--- config.mk ---
export PLATFORM = sky130hd
export DESIGN_NAME = pixel_delay_line
export DESIGN_NICKNAME = d
export VERILOG_FILES = /design/src/rtl/pixel_delay_pkg.sv /design/src/rtl/dly_tap_sel.sv /design/src/rtl/pixel_delay_line.sv
export SDC_FILE = /design/constraint.sdc
export NUM_CORES = 2
export LEC_CHECK = 0
export ABC_AREA = 1
export BUFFER_PORTS_ARGS = -buffer_cell sky130_fd_sc_hd__buf_2
export CORE_MARGIN = 8
export CORE_UTILIZATION = 25
export DETAILED_ROUTE_END_ITERATION = 16
export PLACE_DENSITY = 0.44
export RECOVER_POWER = 100
export SLEW_MARGIN = 20
export SYNTH_ARGS = -nofsm -noshare
export SYNTH_HDL_FRONTEND = slang
export SYNTH_SLANG_ARGS = --single-unit
--- constraint.sdc ---
create_clock -name pixelclk -period 4.4 [get_ports pixelclk]
set_clock_uncertainty 0.2 [all_clocks]
set_input_delay 0.22 -clock pixelclk [delete_from_list [all_inputs] [get_ports pixelclk]]
set_output_delay 0.22 -clock pixelclk [all_outputs]
set_load 0.01 [all_outputs]
--- src/rtl/pixel_delay_pkg.sv ---
// Shared constants for the pixel delay line: default geometry and the
// bit positions of the {vsync, hsync, de} control lane.
package pixel_delay_pkg;

  localparam int DLY_DATA_W_DEF    = 24;
  localparam int DLY_MAX_DEPTH_DEF = 64;
  localparam int DLY_CTRL_W_DEF    = 3;

  localparam int CTRL_VS = 2;
  localparam int CTRL_HS = 1;
  localparam int CTRL_DE = 0;

endpackage

--- src/rtl/dly_tap_sel.sv ---
// Combinational tap multiplexer: picks one word out of a packed tap array.
// Selects beyond the last tap return zero.
module dly_tap_sel #(
  parameter int W     = 8,
  parameter int N     = 2,
  parameter int SEL_W = 1
) (
  input  logic [N-1:0][W-1:0] i_taps,
  input  logic [SEL_W-1:0]    i_sel,
  output logic [W-1:0]        o_word
);

  always_comb begin
    // NOTE: default assignment first so no path leaves o_word unassigned (no latch).
    o_word = '0;
    for (int k = 0; k < N; k++) begin
      if (i_sel == SEL_W'(k)) o_word = i_taps[k];
    end
  end

endmodule

--- src/rtl/pixel_delay_line.sv ---
// Programmable pixel delay line (0..MAX_DEPTH stages, latency cur_dly+1).
// Define PIXEL_DELAY_CTRL_EN to add a {vsync, hsync, de} lane delayed identically.
module pixel_delay_line
  import pixel_delay_pkg::*;
#(
  parameter  int DATA_W    = DLY_DATA_W_DEF,
  parameter  int MAX_DEPTH = DLY_MAX_DEPTH_DEF,
  parameter  int CTRL_W    = DLY_CTRL_W_DEF,
  localparam int DLY_W     = $clog2(MAX_DEPTH + 1)
) (
  input  logic              pixelclk,
  input  logic              rst_n,
  input  logic              i_ce,
  input  logic              i_flush,
  input  logic              i_dly_ld,
  input  logic [DLY_W-1:0]  i_dly,
  input  logic [DATA_W-1:0] i_rgb,
`ifdef PIXEL_DELAY_CTRL_EN
  input  logic [CTRL_W-1:0] i_ctrl,
  output logic [CTRL_W-1:0] o_ctrl,
`endif
  output logic [DATA_W-1:0] o_rgb,
  output logic              o_valid,
  output logic [DLY_W-1:0]  o_dly
);

  // Fill counter must reach MAX_DEPTH+1, one more than DLY_W always covers.
  localparam int                FILL_W   = $clog2(MAX_DEPTH + 2);
  localparam logic [DLY_W-1:0]  DLY_MAX  = DLY_W'(MAX_DEPTH);
  localparam logic [DLY_W-1:0]  DLY_RST  = DLY_W'(MAX_DEPTH / 2);
  localparam logic [FILL_W-1:0] FILL_SAT = FILL_W'(MAX_DEPTH + 1);

  logic [MAX_DEPTH-1:0][DATA_W-1:0] r_rgb_stage;
  logic [MAX_DEPTH:0][DATA_W-1:0]   w_rgb_taps;
  logic [DATA_W-1:0]                w_rgb_sel;
  logic [DATA_W-1:0]                r_rgb;
  logic [DLY_W-1:0]                 r_cur_dly;
  logic [DLY_W-1:0]                 w_dly_clamped;
  logic [FILL_W-1:0]                r_fill_cnt;
  logic [FILL_W-1:0]                w_fill_nxt;
  logic                             r_valid;

  // Tap 0 is the live input (zero delay); tap k is stage[k-1].
  assign w_rgb_taps    = {r_rgb_stage, i_rgb};
  assign w_dly_clamped = (i_dly > DLY_MAX) ? DLY_MAX : i_dly;
  assign w_fill_nxt    = (r_fill_cnt == FILL_SAT) ? r_fill_cnt : r_fill_cnt + 1'b1;

  dly_tap_sel #(.W(DATA_W), .N(MAX_DEPTH + 1), .SEL_W(DLY_W)) u_rgb_sel (
    .i_taps (w_rgb_taps),
    .i_sel  (r_cur_dly),
    .o_word (w_rgb_sel)
  );

  // The delay register ignores ce and flush; only a load changes it.
  always_ff @(posedge pixelclk or negedge rst_n) begin
    // NOTE: sequential state uses non-blocking assignments so all registers update together.
    if (!rst_n)        r_cur_dly <= DLY_RST;
    else if (i_dly_ld) r_cur_dly <= w_dly_clamped;
  end

  always_ff @(posedge pixelclk or negedge rst_n) begin
    if (!rst_n) begin
      r_fill_cnt <= '0;
      r_valid    <= 1'b0;
    end else if (i_flush || i_dly_ld) begin
      r_fill_cnt <= '0;
      r_valid    <= 1'b0;
    end else if (i_ce) begin
      r_fill_cnt <= w_fill_nxt;
      r_valid    <= (w_fill_nxt > FILL_W'(r_cur_dly));
    end
  end

  always_ff @(posedge pixelclk or negedge rst_n) begin
    // NOTE: the stage array is reset on purpose; stale pixels must never reach o_rgb.
    if (!rst_n) begin
      r_rgb_stage <= '0;
      r_rgb       <= '0;
    end else if (i_flush) begin
      r_rgb_stage <= '0;
      r_rgb       <= '0;
    end else if (i_ce) begin
      r_rgb_stage <= w_rgb_taps[MAX_DEPTH-1:0];
      r_rgb       <= w_rgb_sel;
    end
  end

  assign o_rgb   = r_rgb;
  assign o_valid = r_valid;
  assign o_dly   = r_cur_dly;

`ifdef PIXEL_DELAY_CTRL_EN
  logic [MAX_DEPTH-1:0][CTRL_W-1:0] r_ctrl_stage;
  logic [MAX_DEPTH:0][CTRL_W-1:0]   w_ctrl_taps;
  logic [CTRL_W-1:0]                w_ctrl_sel;
  logic [CTRL_W-1:0]                r_ctrl;

  assign w_ctrl_taps = {r_ctrl_stage, i_ctrl};

  dly_tap_sel #(.W(CTRL_W), .N(MAX_DEPTH + 1), .SEL_W(DLY_W)) u_ctrl_sel (
    .i_taps (w_ctrl_taps),
    .i_sel  (r_cur_dly),
    .o_word (w_ctrl_sel)
  );

  always_ff @(posedge pixelclk or negedge rst_n) begin
    if (!rst_n) begin
      r_ctrl_stage <= '0;
      r_ctrl       <= '0;
    end else if (i_flush) begin
      r_ctrl_stage <= '0;
      r_ctrl       <= '0;
    end else if (i_ce) begin
      r_ctrl_stage <= w_ctrl_taps[MAX_DEPTH-1:0];
      r_ctrl       <= w_ctrl_sel;
    end
  end

  assign o_ctrl = r_ctrl;
`endif

endmodule
Word level (Yosys, flattened, before mapping)
Cells that the tools add are included.
Widths: inputs -> output; s select.
{"block": "word_totals", "regBits": 1575, "in_bits": 36, "out_inout_bits": 32, "word_cells": 215}
{"block": "classes", "add_sub_neg": 1, "order_cmp": 2, "n_eq_ne": 65, "muxes": 75, "reduce_logical": 4}
{"op": "$mux 1536", "n": 2}
{"op": "$mux 24", "n": 67}
{"op": "$eq 7x6->1 const B", "n": 32}
{"op": "$eq 7x5->1 const B", "n": 16}
{"op": "$eq 7x4->1 const B", "n": 8}
{"op": "$eq 7x3->1 const B", "n": 4}
{"op": "$mux 7", "n": 4}
{"op": "$eq 7x2->1 const B", "n": 2}
{"op": "$eq 7x7->1 const B", "n": 2}
{"op": "$add 7x1->7 const B", "n": 1}
{"op": "$eq 7x1->1 const B", "n": 1}
{"op": "$gt 7x7->1", "n": 1}
{"op": "$gt 7x7->1 const B", "n": 1}
{"op": "$logic_not 7->1", "n": 1}
{"op": "$reduce_bool 2->1", "n": 2}
{"op": "$mux 1", "n": 2}
{"op": "$logic_or 1x1->1", "n": 1}

Depth between registers and ports, before layout
{"block": "logic_depth", "depth_word": 68, "depth_mapped": 43, "depth_no_buf": 42}

By module
From an unflattened synthesis, not the netlist that was laid out.
{"block": "hier_totals", "cells_unflattened": 8261, "area_unflattened_um2": 70590.2}
{"module": "pixel_delay_line", "instances": 1, "cells_per_inst": 5167, "area_per_inst_um2": 57426.3, "seq_area_each_um2": 39414.1}
{"module": "dly_tap_sel", "instances": 1, "cells_per_inst": 3094, "area_per_inst_um2": 13163.9, "seq_area_each_um2": 0.0}

Worst setup path before layout
Ideal clock, no wire load.
{"block": "synth_timing", "path_type": "flip-flop to flip-flop", "startpoint": "register r_cur_dly[5] (netlist: o_dly[5])", "endpoint": "register r_rgb[18] (netlist: o_rgb[18])", "setup_ps": 117, "t_arrival_ps": 3680, "required_ps": 4083, "slack_ps": 404, "stages_incl_launch_ff": 40, "path_buffers": 2, "period_less_slack_ps": 3996, "cell_sequence": "dfstp_2 -> inv_2 -> nand3_2 -> buf_6 -> nor2_1 -> buf_1 -> a21oi_1 -> nand3_1 -> nand2_1 -> nand3_1 -> nand2_1 -> nand4_1 -> nor2_1 -> nand4_1 -> nor2_1 -> nand4_1 -> nor2_1 -> nand4_1 -> (+4 left out) -> nor2_1 -> nand4_1 -> nor2_1 -> nand4_1 -> nor2_1 -> nand4_1 -> nand2_1 -> nand4_1 -> nor2_1 -> nand4_1 -> nor2_1 -> nand4_1 -> nor2_1 -> nand4_1 -> nor2_1 -> nand4_1 -> nand2_1 -> nand2_1"}
{"block": "synth_between", "elab_chain_len": 68, "word_cells_on_any_way": 132, "classes_between": "64 x eq/ne; 67 x mux; 1 x reduce/logical"}
{"element": "start: declaration", "line_no": "pixel_delay_line.sv:37", "text": "logic [DLY_W-1:0] r_cur_dly;"}
{"element": "start signal: assignment", "line_no": "pixel_delay_line.sv:58", "text": "else if (i_dly_ld) r_cur_dly <= w_dly_clamped;"}
{"element": "$logic_not 7->1", "line_no": "dly_tap_sel.sv:17", "text": "if (i_sel == SEL_W'(k)) o_word = i_taps[k];"}
{"element": "$mux 24 (64 in series)", "line_no": "dly_tap_sel.sv:17"}
{"element": "$mux 24 *", "line_no": "dly_tap_sel.sv:17"}
{"element": "$mux 24 *", "line_no": "pixel_delay_line.sv:82", "text": "end else if (i_ce) begin"}
{"element": "$mux 24 *", "line_no": "pixel_delay_line.sv:79", "text": "end else if (i_flush) begin"}
{"element": "end signal: assignment", "line_no": "pixel_delay_line.sv:84", "text": "r_rgb <= w_rgb_sel;"}
{"element": "end: declaration", "line_no": "pixel_delay_line.sv:36", "text": "logic [DATA_W-1:0] r_rgb;"}
Mark *: on every way between the ends. The rest lies on a longest branch, timed or not. The select of a mux whose other input is x is not followed.
A chain may end at the register's enable or synchronous reset.

Worst setup path in the final report
{"block": "layout_timing", "startpoint": "register r_cur_dly[4] (netlist: o_dly[4])", "endpoint": "register r_rgb[19] (netlist: o_rgb[19])"}
Same word-level chain as after synthesis.

==> metrics.md <==
| Metric | Value |
|---|---|
| Die Wd | `548 um` |
| Logic pwr share | `7.0%` |
| Post-synth cell types | `34` |
| Overall power | `32.5 mW` |
| Core Box Area | `282000 um2` |
| Synth area leaders | `dfrtp_1 56%, nand2_1 12%, o22ai_1 6.8%, o21ai_0 5.9%, inv_1 5.8%` |
| DRC errors left | `0` |
| Vias in the first global route | `about 63000` |
| Area delta synth->final | `23.5%` |
| Final worst slack | `-1730 ps` |
| Final Hold Viols | `0` |
| Layout Nets | `9109` |
| Post-route cell area | `about 87000 um2` |
| Static Leak | `37.0 nW` |
| Pre-antenna DRT Iters | `6` |
| Synth Net Count | `8685` |
| Worst Setup Start Kind | `register` |
| R2r endpoint | `o_rgb[19]` |
| Commonest non-fill, non-tap cell in the layout | `nand2_1` |
| Unrepaired setup endpoints after global routing | `true` |
| Synthesized instance count | `8640` |
| CTS tree | `done` |
| MaxCap Viol Count | `4` |
| Max rail drop VDD | `0.000441 V` |
| Critical Path RT | `4890 ps` |
| Hold WS | `112 ps` |
| Final setup fails | `around 120` |
| Largest net degree at the start of global routing | `~170` |
| R2R Path Start | `o_dly[4]` |
| Root Buffer | `clkbuf_16` |
| Most used cell, CP | `nand4_1` |
| Worst Hold Depth | `4` |
| Hold Path End | `r_rgb_stage[21]` |
| GR Util met3 | `~2.0%` |
| Post-route ant nets | `0` |
| Most frequent cells in the layout | `2159 x nand2_1, 1573 x dfrtp_1, 1088 x inv_1` |
| GR peak layer | `met2` |
| Layout cells sized above 1 | `14.8%` |
| H-tree depth | `4` |
| Initial antenna violation count | `10` |
| Cell Rows | `approximately 200` |
| Worst Reg-to-Reg Cells | `41` |
| Grt met1 use | `a little under a quarter` |
| Max Buffers Root-to-Sink | `3` |
| Fin crit period | `6130 ps` |
| Power Dens Cells | `372 nW/um2` |
| Sequential power share | `44.9%` |
| Int Pwr | `approximately 24 mW` |
| Hold Crit Start | `i_rgb[21]` |
| Crit path kind | `register to register` |
| Sw Share | `24.9%` |
| Number of port buffers | `67` |
| Worst-Margin Slew | `approximately 3800 ps` |
| Critical Path Max Stage Delay | `~400 ps` |
| Num CTS Buffers | `180` |
| Post-detail-place hpwl | `163000 um` |
| DRT iter0 DRCs | `4717` |
| Failing checks | `max-capacitance violations, max-slew violations, negative setup slack` |
| #FFs+latches synth | `1575` |
| Routability cong. | `roughly 0.83` |
| Register area share after synthesis | `55.7%` |
| Pre-CTS setup slack | `-2340 ps` |
| Sw power | `8.09 mW` |
| Total grt overflow | `0` |
| Syn. warnings | `0` |
| DR vias | `62000` |
| Die footprint | `300000 um2` |
| Fin. max-slew vios | `357` |
| CP Max Fanout | `13` |
| F_max | `163 MHz` |
| Vias per cell | `approximately 4.8` |
| Mean post-synth cell area | `between 8 and 9 um2` |
| Status | `finished with violations` |
| Period Utilization, post-route | `139%` |
| Rel. slew slack | `-152%` |
| Worst hold path type | `primary input to register` |
| GRT Resource Usage Total | `16.3%` |
| Clock power share | `48.1%` |
| Worst R2R Setup Slack | `-1730 ps` |
| Slowest-stage cell, CP | `dfrtp_1` |
| Largest area contributor in the netlist | `dfrtp_1` |
| DRT Wirelength | `about 250000 um` |
| Worst skew pair latency | `830 ps` |
| Clock slew seen by the registers of the worst setup and hold paths | `about 60 ps` |
| Post-synth top area share | `between 50% and 60%` |
| # clock sinks | `1575` |
| Ports | `68` |
| Area post-placement | `79400 um2` |
| Met2 GRT Util | `about a quarter` |
| Starting Density | `25.1%` |
| CP Capture Type | `register` |
| First-pass GRT wire length | `387000 um` |
| Critical Path AT | `6620 ps` |
| Post-DR wirelength/cell | `19.3 um` |
| Die height | `548 um` |
| Mapped cell area | `70700 um2` |
worst max-delay path, delay by kind of cell, from the launching register on:
family	cells	cell delay [ps]
and+or+nand+nor	37	4920
buffers and inverters	3	380
DFF	1	400
AOI/OAI and AO/OA	1	80
synth_stat cells:
library cell / count
nor3_1: 10
a21oi_1: 71
nand3_1: 463
buf_2: 6
a21o_1: 1
nor2_1: 550
o22ai_1: 773
clkbuf_1: 530
nor2_2: 8
o2111ai_1: 1
or2_2: 66
or2_0: 2
nand3_2: 1
xor2_1: 2
o311ai_0: 1
dfrtp_1: 1574
nor4_1: 1
dfstp_2: 1
nor2_4: 1
nand2_1: 2262
o21ai_1: 7
inv_1: 1094
clkinv_1: 9
buf_6: 1
o21ai_0: 830
or4_1: 1
buf_1: 24
or2_1: 6
ha_1: 9
nand3b_1: 1
o31ai_1: 8
and3_1: 1
nand4_1: 308
inv_2: 17
metrics by stage:
stage	setup TNS, ps	std cells	utilization (%)
2_1_floorplan	0	8640	-
3_3_place_gp	-44660	12500	28.2
3_5_place_dp	-44380	12500	28.2
4_1_cts	-38970	12900	30.9
5_1_grt	-233950	13000	31.0
6_report	-42080	13000	31.0
how the worst max path moves through the flow:
stage               startpoint         to  slack, ps  cells after the start
CTS                   o_dly[5]   o_rgb[9]      -1940                     43
global route          o_dly[4]  o_rgb[16]      -2130                     41
global placement      o_dly[2]   o_rgb[2]      -2380                     45
detailed placement    o_dly[2]   o_rgb[2]      -2340                     45
floorplan             o_dly[5]  o_rgb[18]        400                     39
finish                o_dly[4]  o_rgb[19]      -1730                     41
layout make-up:
type	instances	area, um2
Clock buffer	275	5370
Tap cell	3743	4680
Timing Repair Buffer	803	6710
Multi-Input combinational cell	5384	26200
Clock inverter	54	731
Inverter	1120	4240
Fill cell	29900	194000
Sequential cell	1575	39400
Antenna cell	11	27.5
kinds of logic (layout without fill, tap and decap cells):
logic type / after synthesis / count (layout) / synth area share (%)
AO/OA/AOI/OAI: 1692 / 1692 / 13.4
XOR/XNOR: 2 / 2 / 0.0248
adder cells (fa/ha/maj): 9 / 9 / 0.159
buffers and inverters: 1681 / 2252 / 8.94
flip-flops: 1575 / 1575 / 55.7
other: 0 / 11 / 0
AND/OR/NAND/NOR: 3681 / 3681 / 21.8
metal layers:
metal	vias up	routed length (um)
met3	314	10200
li1	29100	-
met2	1295	115000
met4	0	8180
met5	-	0
met1	31300	117000
power by group through the flow:
| stage | Combinational, mW | Sequential [mW] | Clock, mW |
|---|---|---|---|
| floorplan | 0.919 | 14.8 | 0 |
| global placement | 2.18 | 14.8 | 0 |
| detailed placement | 2.19 | 14.8 | 0 |
| CTS | 2.34 | 14.6 | 16.0 |
| global route | 2.49 | 14.6 | 16.6 |
| finish | 2.28 | 14.6 | 15.6 |
sequential cells by signal (all words and copies together) (netlist names):
signal and count:
r_rgb_stage 1536, o_dly 7, r_fill_cnt 7, o_valid 1, o_rgb 24
what timing repair did:
action / CTS / global route
setup buffers: 17 / 13
endpoints found under the setup margin: 24 / 24
pin swaps: 160 / 210
hold buffers: 71 / 0
resized for setup: 235 / 129
cloned: 1 / 0
endpoints found under the hold margin: 948 / 0
Power figures use the tool's default switching activity.
